<file path="config.mk">
export PLATFORM = sky130hd
export DESIGN_NAME = gaussian_seq
export DESIGN_NICKNAME = d
export VERILOG_FILES = /design/src/rtl/gaussian_pkg.sv /design/src/rtl/gaussian_seq.sv
export SDC_FILE = /design/constraint.sdc
export NUM_CORES = 1
export LEC_CHECK = 0
export ABC_AREA = 1
export ABC_CLOCK_PERIOD_IN_PS = 2500
export BUFFER_PORTS_ARGS = -buffer_cell sky130_fd_sc_hd__buf_2
export CORE_MARGIN = 3
export CORE_UTILIZATION = 51
export CTS_BUF_LIST = sky130_fd_sc_hd__clkbuf_16
export DETAILED_ROUTE_END_ITERATION = 7
export MAX_ROUTING_LAYER = met4
export PLACE_DENSITY = 0.8
export SYNTH_ARGS = -nofsm -noshare
export SYNTH_HDL_FRONTEND = slang
export SYNTH_SLANG_ARGS = --single-unit
</file>
<file path="constraint.sdc">
create_clock -name clk -period 2.5 [get_ports clk]
set_clock_uncertainty 0.2 [all_clocks]
set_input_delay 0.125 -clock clk [delete_from_list [all_inputs] [get_ports clk]]
set_output_delay 0.125 -clock clk [all_outputs]
set_load 0.01 [all_outputs]
</file>
<file path="src/rtl/gaussian_pkg.sv">
// Shared definitions for the gaussian window sequencer.
//   state_t  : sequencer FSM states (IDLE, CLR, FEED, WAIT)
//   PIX_W    : default pixel/result width
//   WIN_PIX  : default pixels per 5x5 window
//   DP_ID_W  : width of the window index handed to the datapath
package gaussian_pkg;

    localparam int PIX_W   = 16;
    localparam int WIN_PIX = 25;
    localparam int DP_ID_W = 5;

    typedef enum logic [1:0] {
        IDLE = 2'd0,
        CLR  = 2'd1,
        FEED = 2'd2,
        WAIT = 2'd3
    } state_t;

endpackage

</file>
<file path="src/rtl/gaussian_seq.sv">
// Gaussian window sequencer: streams the 25 raster-ordered pixels of each
// 5x5 window into an external gaussian datapath, waits DP_LAT cycles for
// the datapath result and hands it downstream over a valid/ready port.
// A frame is NUM_WIN windows started by a one-cycle start pulse.
//
// Ports:
//   clk, rst_n           clock, asynchronous active-low reset
//   start                begin a frame (ignored while busy)
//   in_valid/in_ready    upstream pixel handshake, in_pixel carries the pixel
//   dp_rst/dp_en         datapath clear / accumulate qualifier
//   dp_pixel/dp_id       pixel and its index within the window
//   dp_result            datapath output
//   out_valid/out_ready  result handshake, out_pixel carries the result
//   busy, frame_done     frame active; one-cycle end-of-frame pulse
//   perf_stall_cnt       stall counter
//
// Build option: define GAUSS_SEQ_PERF_EN to implement perf_stall_cnt,
// otherwise it is tied to zero.
module gaussian_seq #(
    parameter int PIX_W   = gaussian_pkg::PIX_W,
    parameter int WIN_PIX = gaussian_pkg::WIN_PIX,
    parameter int DP_LAT  = 1,
    parameter int NUM_WIN = 262144
) (
    input  logic                             clk,
    input  logic                             rst_n,
    input  logic                             start,
    input  logic                             in_valid,
    output logic                             in_ready,
    input  logic [PIX_W-1:0]                 in_pixel,
    output logic                             dp_rst,
    output logic                             dp_en,
    output logic [PIX_W-1:0]                 dp_pixel,
    output logic [gaussian_pkg::DP_ID_W-1:0] dp_id,
    input  logic [PIX_W-1:0]                 dp_result,
    output logic                             out_valid,
    input  logic                             out_ready,
    output logic [PIX_W-1:0]                 out_pixel,
    output logic                             busy,
    output logic                             frame_done,
    output logic [31:0]                      perf_stall_cnt
);
    import gaussian_pkg::*;

    localparam int                 WC_W     = $clog2(NUM_WIN + 1);
    localparam logic [WC_W-1:0]    LAST_WIN = WC_W'(NUM_WIN);
    localparam logic [DP_ID_W-1:0] LAST_PIX = DP_ID_W'(WIN_PIX - 1);
    localparam logic [3:0]         LAT_C    = 4'(DP_LAT);

    state_t               state_r;
    state_t               state_s;
    logic [DP_ID_W-1:0]   pix_cnt_r;
    logic [DP_ID_W-1:0]   pix_cnt_s;
    logic [WC_W-1:0]      win_cnt_r;
    logic [WC_W-1:0]      win_cnt_s;
    logic [3:0]           lat_cnt_r;
    logic [3:0]           lat_cnt_s;
    logic                 xfer_s;
    logic                 capture_s;
    logic                 frame_end_s;

    // Next-state, counter updates and one-cycle strobes of the sequencer.
    always_comb begin
        state_s     = state_r;
        pix_cnt_s   = pix_cnt_r;
        win_cnt_s   = win_cnt_r;
        lat_cnt_s   = lat_cnt_r;
        xfer_s      = 1'b0;
        capture_s   = 1'b0;
        frame_end_s = 1'b0;
        case (state_r)
            IDLE: begin
                if (start) begin
                    state_s   = CLR;
                    win_cnt_s = {WC_W{1'b0}};
                end else begin
                    state_s = IDLE;
                end
            end
            CLR: begin
                state_s   = FEED;
                pix_cnt_s = {DP_ID_W{1'b0}};
            end
            FEED: begin
                if (in_valid && in_ready) begin
                    xfer_s = 1'b1;
                    if (pix_cnt_r == LAST_PIX) begin
                        pix_cnt_s = {DP_ID_W{1'b0}};
                        lat_cnt_s = 4'd0;
                        state_s   = WAIT;
                    end else begin
                        pix_cnt_s = pix_cnt_r + DP_ID_W'(1);
                    end
                end else begin
                    state_s = FEED;
                end
            end
            WAIT: begin
                // lat_cnt_r counts cycles since the last dp_en cycle; the
                // result is valid once it reaches DP_LAT.
                if (lat_cnt_r != LAT_C) begin
                    lat_cnt_s = lat_cnt_r + 4'd1;
                end else if (!out_valid || out_ready) begin
                    capture_s = 1'b1;
                    win_cnt_s = win_cnt_r + WC_W'(1);
                    if (win_cnt_s == LAST_WIN) begin
                        // Frame complete: return to IDLE without a CLR pass.
                        state_s     = IDLE;
                        frame_end_s = 1'b1;
                    end else begin
                        state_s = CLR;
                    end
                end else begin
                    state_s = WAIT;
                end
            end
            default: begin
                state_s = IDLE;
            end
        endcase
    end

    // State, counters and all registered outputs.
    always_ff @(posedge clk or negedge rst_n) begin
        if (!rst_n) begin
            state_r    <= IDLE;
            pix_cnt_r  <= {DP_ID_W{1'b0}};
            win_cnt_r  <= {WC_W{1'b0}};
            lat_cnt_r  <= 4'd0;
            in_ready   <= 1'b0;
            busy       <= 1'b0;
            dp_rst     <= 1'b1;
            dp_en      <= 1'b0;
            dp_pixel   <= {PIX_W{1'b0}};
            dp_id      <= {DP_ID_W{1'b0}};
            out_valid  <= 1'b0;
            out_pixel  <= {PIX_W{1'b0}};
            frame_done <= 1'b0;
        end else begin
            state_r    <= state_s;
            pix_cnt_r  <= pix_cnt_s;
            win_cnt_r  <= win_cnt_s;
            lat_cnt_r  <= lat_cnt_s;
            in_ready   <= (state_s == FEED);
            busy       <= (state_s != IDLE);
            dp_rst     <= (state_s == CLR);
            dp_en      <= xfer_s;
            frame_done <= frame_end_s;
            if (xfer_s) begin
                dp_pixel <= in_pixel;
                dp_id    <= pix_cnt_r;
            end
            // A capture wins over a consume so a same-cycle handoff keeps
            // out_valid high with the new value.
            if (capture_s) begin
                out_valid <= 1'b1;
                out_pixel <= dp_result;
            end else if (out_ready) begin
                out_valid <= 1'b0;
            end
        end
    end

`ifdef GAUSS_SEQ_PERF_EN
    logic        stall_s;
    logic [31:0] perf_cnt_r;

    assign stall_s = ((state_r == FEED) && !in_valid) ||
                     ((state_r == WAIT) && (lat_cnt_r == LAT_C) && out_valid && !out_ready);

    // Saturating stall counter, cleared by an accepted start.
    always_ff @(posedge clk or negedge rst_n) begin
        if (!rst_n) begin
            perf_cnt_r <= 32'd0;
        end else if ((state_r == IDLE) && start) begin
            perf_cnt_r <= 32'd0;
        end else if (stall_s && (perf_cnt_r != 32'hFFFF_FFFF)) begin
            perf_cnt_r <= perf_cnt_r + 32'd1;
        end
    end

    assign perf_stall_cnt = perf_cnt_r;
`else
    assign perf_stall_cnt = 32'd0;
`endif

endmodule

</file>
==> impl_table.tex <==
\begin{tabular}{lr}
\hline
Metric & Value \\
\hline
\multicolumn{2}{l}{\textbf{Synth}} \\
Post-synthesis cell area & 3620 µm² \\
Count of cell types in the netlist & 26 \\
Average cell area after synthesis & 7.80 µm² \\
Cell types with the largest area share after synthesis & sky130\_fd\_sc\_hd\_\_dfrtp\_1 (50\%), sky130\_fd\_sc\_hd\_\_nand2\_1 (19\%), sky130\_fd\_sc\_hd\_\_buf\_4 (6.6\%) \\
Sequential area share after synthesis & 50.4\% \\
Share of the synthesized area in the top cell type & 49.7\% \\
Warning count from the yosys run & 0 \\
Flop and latch count out of synthesis & 73 \\
Cell type with the largest total area after synthesis & sky130\_fd\_sc\_hd\_\_dfrtp\_1 \\
Post-Synthesis Cells & 465 \\
\multicolumn{2}{l}{\textbf{STA}} \\
Setup-failing EPs final & 0 \\
RSZ-0062 raised after global routing & false \\
Total negative slack for setup checks & 0 ns \\
Minimum period implied by the final worst setup slack & 2.18 ns \\
Final critical-path share of the clock period & 87.4\% \\
Max transition margin & 59.4\% \\
Highest attainable clock frequency & 0.458 GHz \\
Fin Hold WS & 0.125 ns \\
Transition time of the tightest slew-check pin & 0.603 ns \\
Fin. Hold Viols & 0 \\
Number of max-slew violations in the final report & 0 \\
\multicolumn{2}{l}{\textbf{Place}} \\
Post-Place Cells & 634 \\
Post-DP HPWL & 5.55 mm \\
Count of buffers inserted at the top-level ports & 79 \\
Final weighted congestion in routability-driven placement & 0.908 \\
Placement Cell Area & 4010 µm² \\
\multicolumn{2}{l}{\textbf{Floorplanning}} \\
Std-Cell Core Area & 6830 µm² \\
Die Footprint & 8150 µm² \\
Boundary pin count & 112 \\
Die boundary width & 90.3 µm \\
Number of core rows & 30 \\
Starting Density & 53.1\% \\
Overall die height & 90.3 µm \\
\multicolumn{2}{l}{\textbf{Cells and area}} \\
Filler-free cell count of the finished design & 685 \\
Multi-input gate area & 1480 µm² \\
Proportion of layout cells with a drive suffix above 1 & 18.0\% \\
Filler cells & 513 \\
Post-route cell area & 4650 µm² \\
Utilization after layout & 68.1\% \\
Area growth from synthesis to final layout & 28.3\% \\
Net count of the finished layout & 627 \\
Most frequent cells in the layout & sky130\_fd\_sc\_hd\_\_nand2\_1 (187), sky130\_fd\_sc\_hd\_\_buf\_2 (79), sky130\_fd\_sc\_hd\_\_dfrtp\_1 (72) \\
Number of inserted diodes & 0 \\
Sequential Area & 1830 µm² \\
Most common library cell in the layout ignoring fill and taps & sky130\_fd\_sc\_hd\_\_nand2\_1 \\
\multicolumn{2}{l}{\textbf{Worst setup path}} \\
Kind of cell with the highest combined delay on the critical path & simple AND/OR/NAND/NOR gates \\
FF-to-FF path depth & 14 \\
Minimum setup slack among reg-to-reg paths & 0.32 ns \\
Endpoint required time on the critical path & 2.52 ns \\
Count of buffering cells on the critical path with inverters included & 0 \\
Crit-path max FO & 8 \\
Critical Setup Path Class & flop to flop \\
CP max stage delay & 0.46 ns \\
Cell breakdown of the critical path & ha\_1 > nand3\_1 > nor2\_2 > nand2\_1 > nand2\_1 > nand2\_1 > nor2\_1 > nand2\_1 > nor2\_1 > nand2\_1 > nand2\_1 > nand2\_2 > nand2\_2 > nand2\_1 \\
Startpoint kind of the worst setup timing path & flop \\
CP Data Arrival Time & 2.20 ns \\
Number of logic stages on the critical path including buffering & 14 \\
Kind of end point of the critical path & flop \\
Cell with the largest stage delay on the worst path & sky130\_fd\_sc\_hd\_\_dfrtp\_1 \\
Cell mode on critical path & sky130\_fd\_sc\_hd\_\_nand2\_1 \\
\multicolumn{2}{l}{\textbf{Clock tree}} \\
PostCTS Resize Cnt & 0 \\
CTS Buf Count & 9 \\
H-Tree Level Count & 3 \\
Clock root buffer master & sky130\_fd\_sc\_hd\_\_clkbuf\_16 \\
Maximum clock path buffer count & 2 \\
Register clock-pin slew on the reported worst setup and hold paths & 0.06 ns \\
Clock tree sinks & 73 \\
Clock tree from TritonCTS & built \\
Source-to-sink clock delay at the later pin of the worst-skew pair & 0.33 ns \\
\multicolumn{2}{l}{\textbf{Hold path}} \\
Kind of path behind the tightest hold check & primary input to flop \\
Hold depth & 5 \\
\multicolumn{2}{l}{\textbf{Route}} \\
Initial DRT Pass Iterations & 5 \\
Drc violations & 0 \\
Per-cell routed wire length & 13.0 µm \\
Via total after detailed routing & 3,383 \\
Routed WL & 8.88 mm \\
Iteration-0 DRC count of the detailed router & 275 \\
Post-DR vias/cell & 4.94 \\
Residual antenna-violating net count after detailed routing & 0 \\
\multicolumn{2}{l}{\textbf{GRT}} \\
Number of global-route vias before repair & 3,249 \\
Antenna violations before repair & 0 \\
Gr usage total & 23.7\% \\
Grt ovf & 0 \\
Wire length of the first global-routing pass & 15.2 mm \\
Met2 Use GR & 39.1\% \\
Met3 track demand over resource in global routing & 4.50\% \\
Most Crowded Layer GR & met2 \\
Maximum number of pins on one net before global-route repair & 40 \\
Global-route track usage on met1 & 28.6\% \\
\multicolumn{2}{l}{\textbf{Run}} \\
Number of max-capacitance violations reported & 0 \\
\multicolumn{2}{l}{\textbf{Power}} \\
Leakage power summed over all cells & 0.00248 µW \\
Ratio of total power to cell area & 1100 nW/µm² \\
Worst-case vdd ir drop & 0.680 mV \\
\multicolumn{2}{l}{\textbf{Run status}} \\
Result of the run & finished clean \\
\hline
\end{tabular}
## stage by stage
step / total power (µW) / setup slack, ns
floorplan: 3180 / 0.589
global placement: 3700 / 0.423
detailed placement: 3760 / 0.344
CTS: 5080 / 0.337
global route: 5480 / 0.0390
finish: 5100 / 0.316
## per-layer routing
metal / share of wire (%) / wire length, µm / vias to the layer above
li1: - / - / 1629
met1: 41 / 3660 / 1589
met2: 50 / 4450 / 141
met3: 5.7 / 509 / 24
met4: 2.9 / 260 / 0
met5: 0 / 0 / -
## Yosys cell counts
library cell / n
sky130_fd_sc_hd__nand3b_1: 1
sky130_fd_sc_hd__a21oi_1: 3
sky130_fd_sc_hd__buf_1: 1
sky130_fd_sc_hd__clkinv_1: 1
sky130_fd_sc_hd__a22o_1: 1
sky130_fd_sc_hd__dfrtp_1: 72
sky130_fd_sc_hd__clkbuf_1: 7
sky130_fd_sc_hd__nand3_1: 16
sky130_fd_sc_hd__buf_2: 1
sky130_fd_sc_hd__nor2_4: 1
sky130_fd_sc_hd__o21ai_1: 2
sky130_fd_sc_hd__o22ai_1: 12
sky130_fd_sc_hd__o21ai_0: 21
sky130_fd_sc_hd__nand2_1: 187
sky130_fd_sc_hd__inv_1: 40
sky130_fd_sc_hd__nor3_1: 2
sky130_fd_sc_hd__ha_1: 6
sky130_fd_sc_hd__xor2_1: 3
sky130_fd_sc_hd__dfstp_2: 1
sky130_fd_sc_hd__nand4_1: 8
sky130_fd_sc_hd__buf_4: 32
sky130_fd_sc_hd__conb_1: 1
sky130_fd_sc_hd__nor2_1: 39
sky130_fd_sc_hd__inv_2: 1
sky130_fd_sc_hd__nand2_2: 2
sky130_fd_sc_hd__nor2_2: 4
## layout make-up
| cell class | count | area share, % |
|---|---|---|
| sequential | 73 | 39.3 |
| multi-input combinational | 340 | 31.8 |
| timing repair buffer | 118 | 16.7 |
| clock buffer | 9 | 4.84 |
| inverter | 42 | 3.39 |
| tap | 96 | 2.58 |
| clock inverter | 7 | 1.37 |
## kinds of logic (layout without fill, tap and decap cells)
group / count (synthesis) / in the layout / share of synthesized area (%)
fa+ha+maj: 6 / 6 / 2.07
xor+xnor: 3 / 3 / 0.725
simple gates: 260 / 260 / 28.8
other cells: 1 / 32 / 0.103
buf+inv: 83 / 176 / 11.9
compound gates: 39 / 39 / 5.90
flops: 73 / 73 / 50.4
## report_power, final
part | switching [µW] | leakage [µW] | internal [µW] | total (µW)
Sequential | 369 | 0.000924 | 1680 | 2050
Combinational | 1120 | 0.00141 | 673 | 1790
Clock | 488 | 0.000148 | 763 | 1250
Total | 1980 | 0.00248 | 3120 | 5100
## registers in the layout, summed over array words and instances (netlist names)
| register | flops |
|---|---|
| state_r | 2 |
| dp_en | 1 |
| busy | 1 |
| out_pixel | 16 |
| dp_pixel | 16 |
| in_ready | 1 |
| out_valid | 1 |
| dp_rst | 1 |
| lat_cnt_r | 4 |
| win_cnt_r | 19 |
| frame_done | 1 |
| dp_id | 5 |
| pix_cnt_r | 5 |
## what timing repair did
action / 4_1_cts / 5_1_grt
hold endpoints to repair: 109 / 0
buffers inserted: 0 / 0
hold buffers: 35 / 0
## worst register-to-register path: cells and delay by family, from the launching register on
family                     cells  cell delay, ns
adders and majority gates      1            0.23
DFF                            1            0.46
and+or+nand+nor               13            1.20
## path summary, 6_finish.rpt
path	start	end
hold reg to reg	out_pixel[15]$_DFFE_PN0P_	out_pixel[15]$_DFFE_PN0P_
hold / removal	in_valid	pix_cnt_r[4]$_DFFE_PN0P_
min in group asynchronous	rst_n	dp_id[2]$_DFFE_PN0P_
setup reg to reg	win_cnt_r[0]$_DFFE_PN0P_	busy$_DFF_PN0_
setup / recovery	win_cnt_r[0]$_DFFE_PN0P_	busy$_DFF_PN0_
max in group asynchronous	rst_n	out_pixel[3]$_DFFE_PN0P_
No activity file was read; power rests on OpenSTA's default activity.
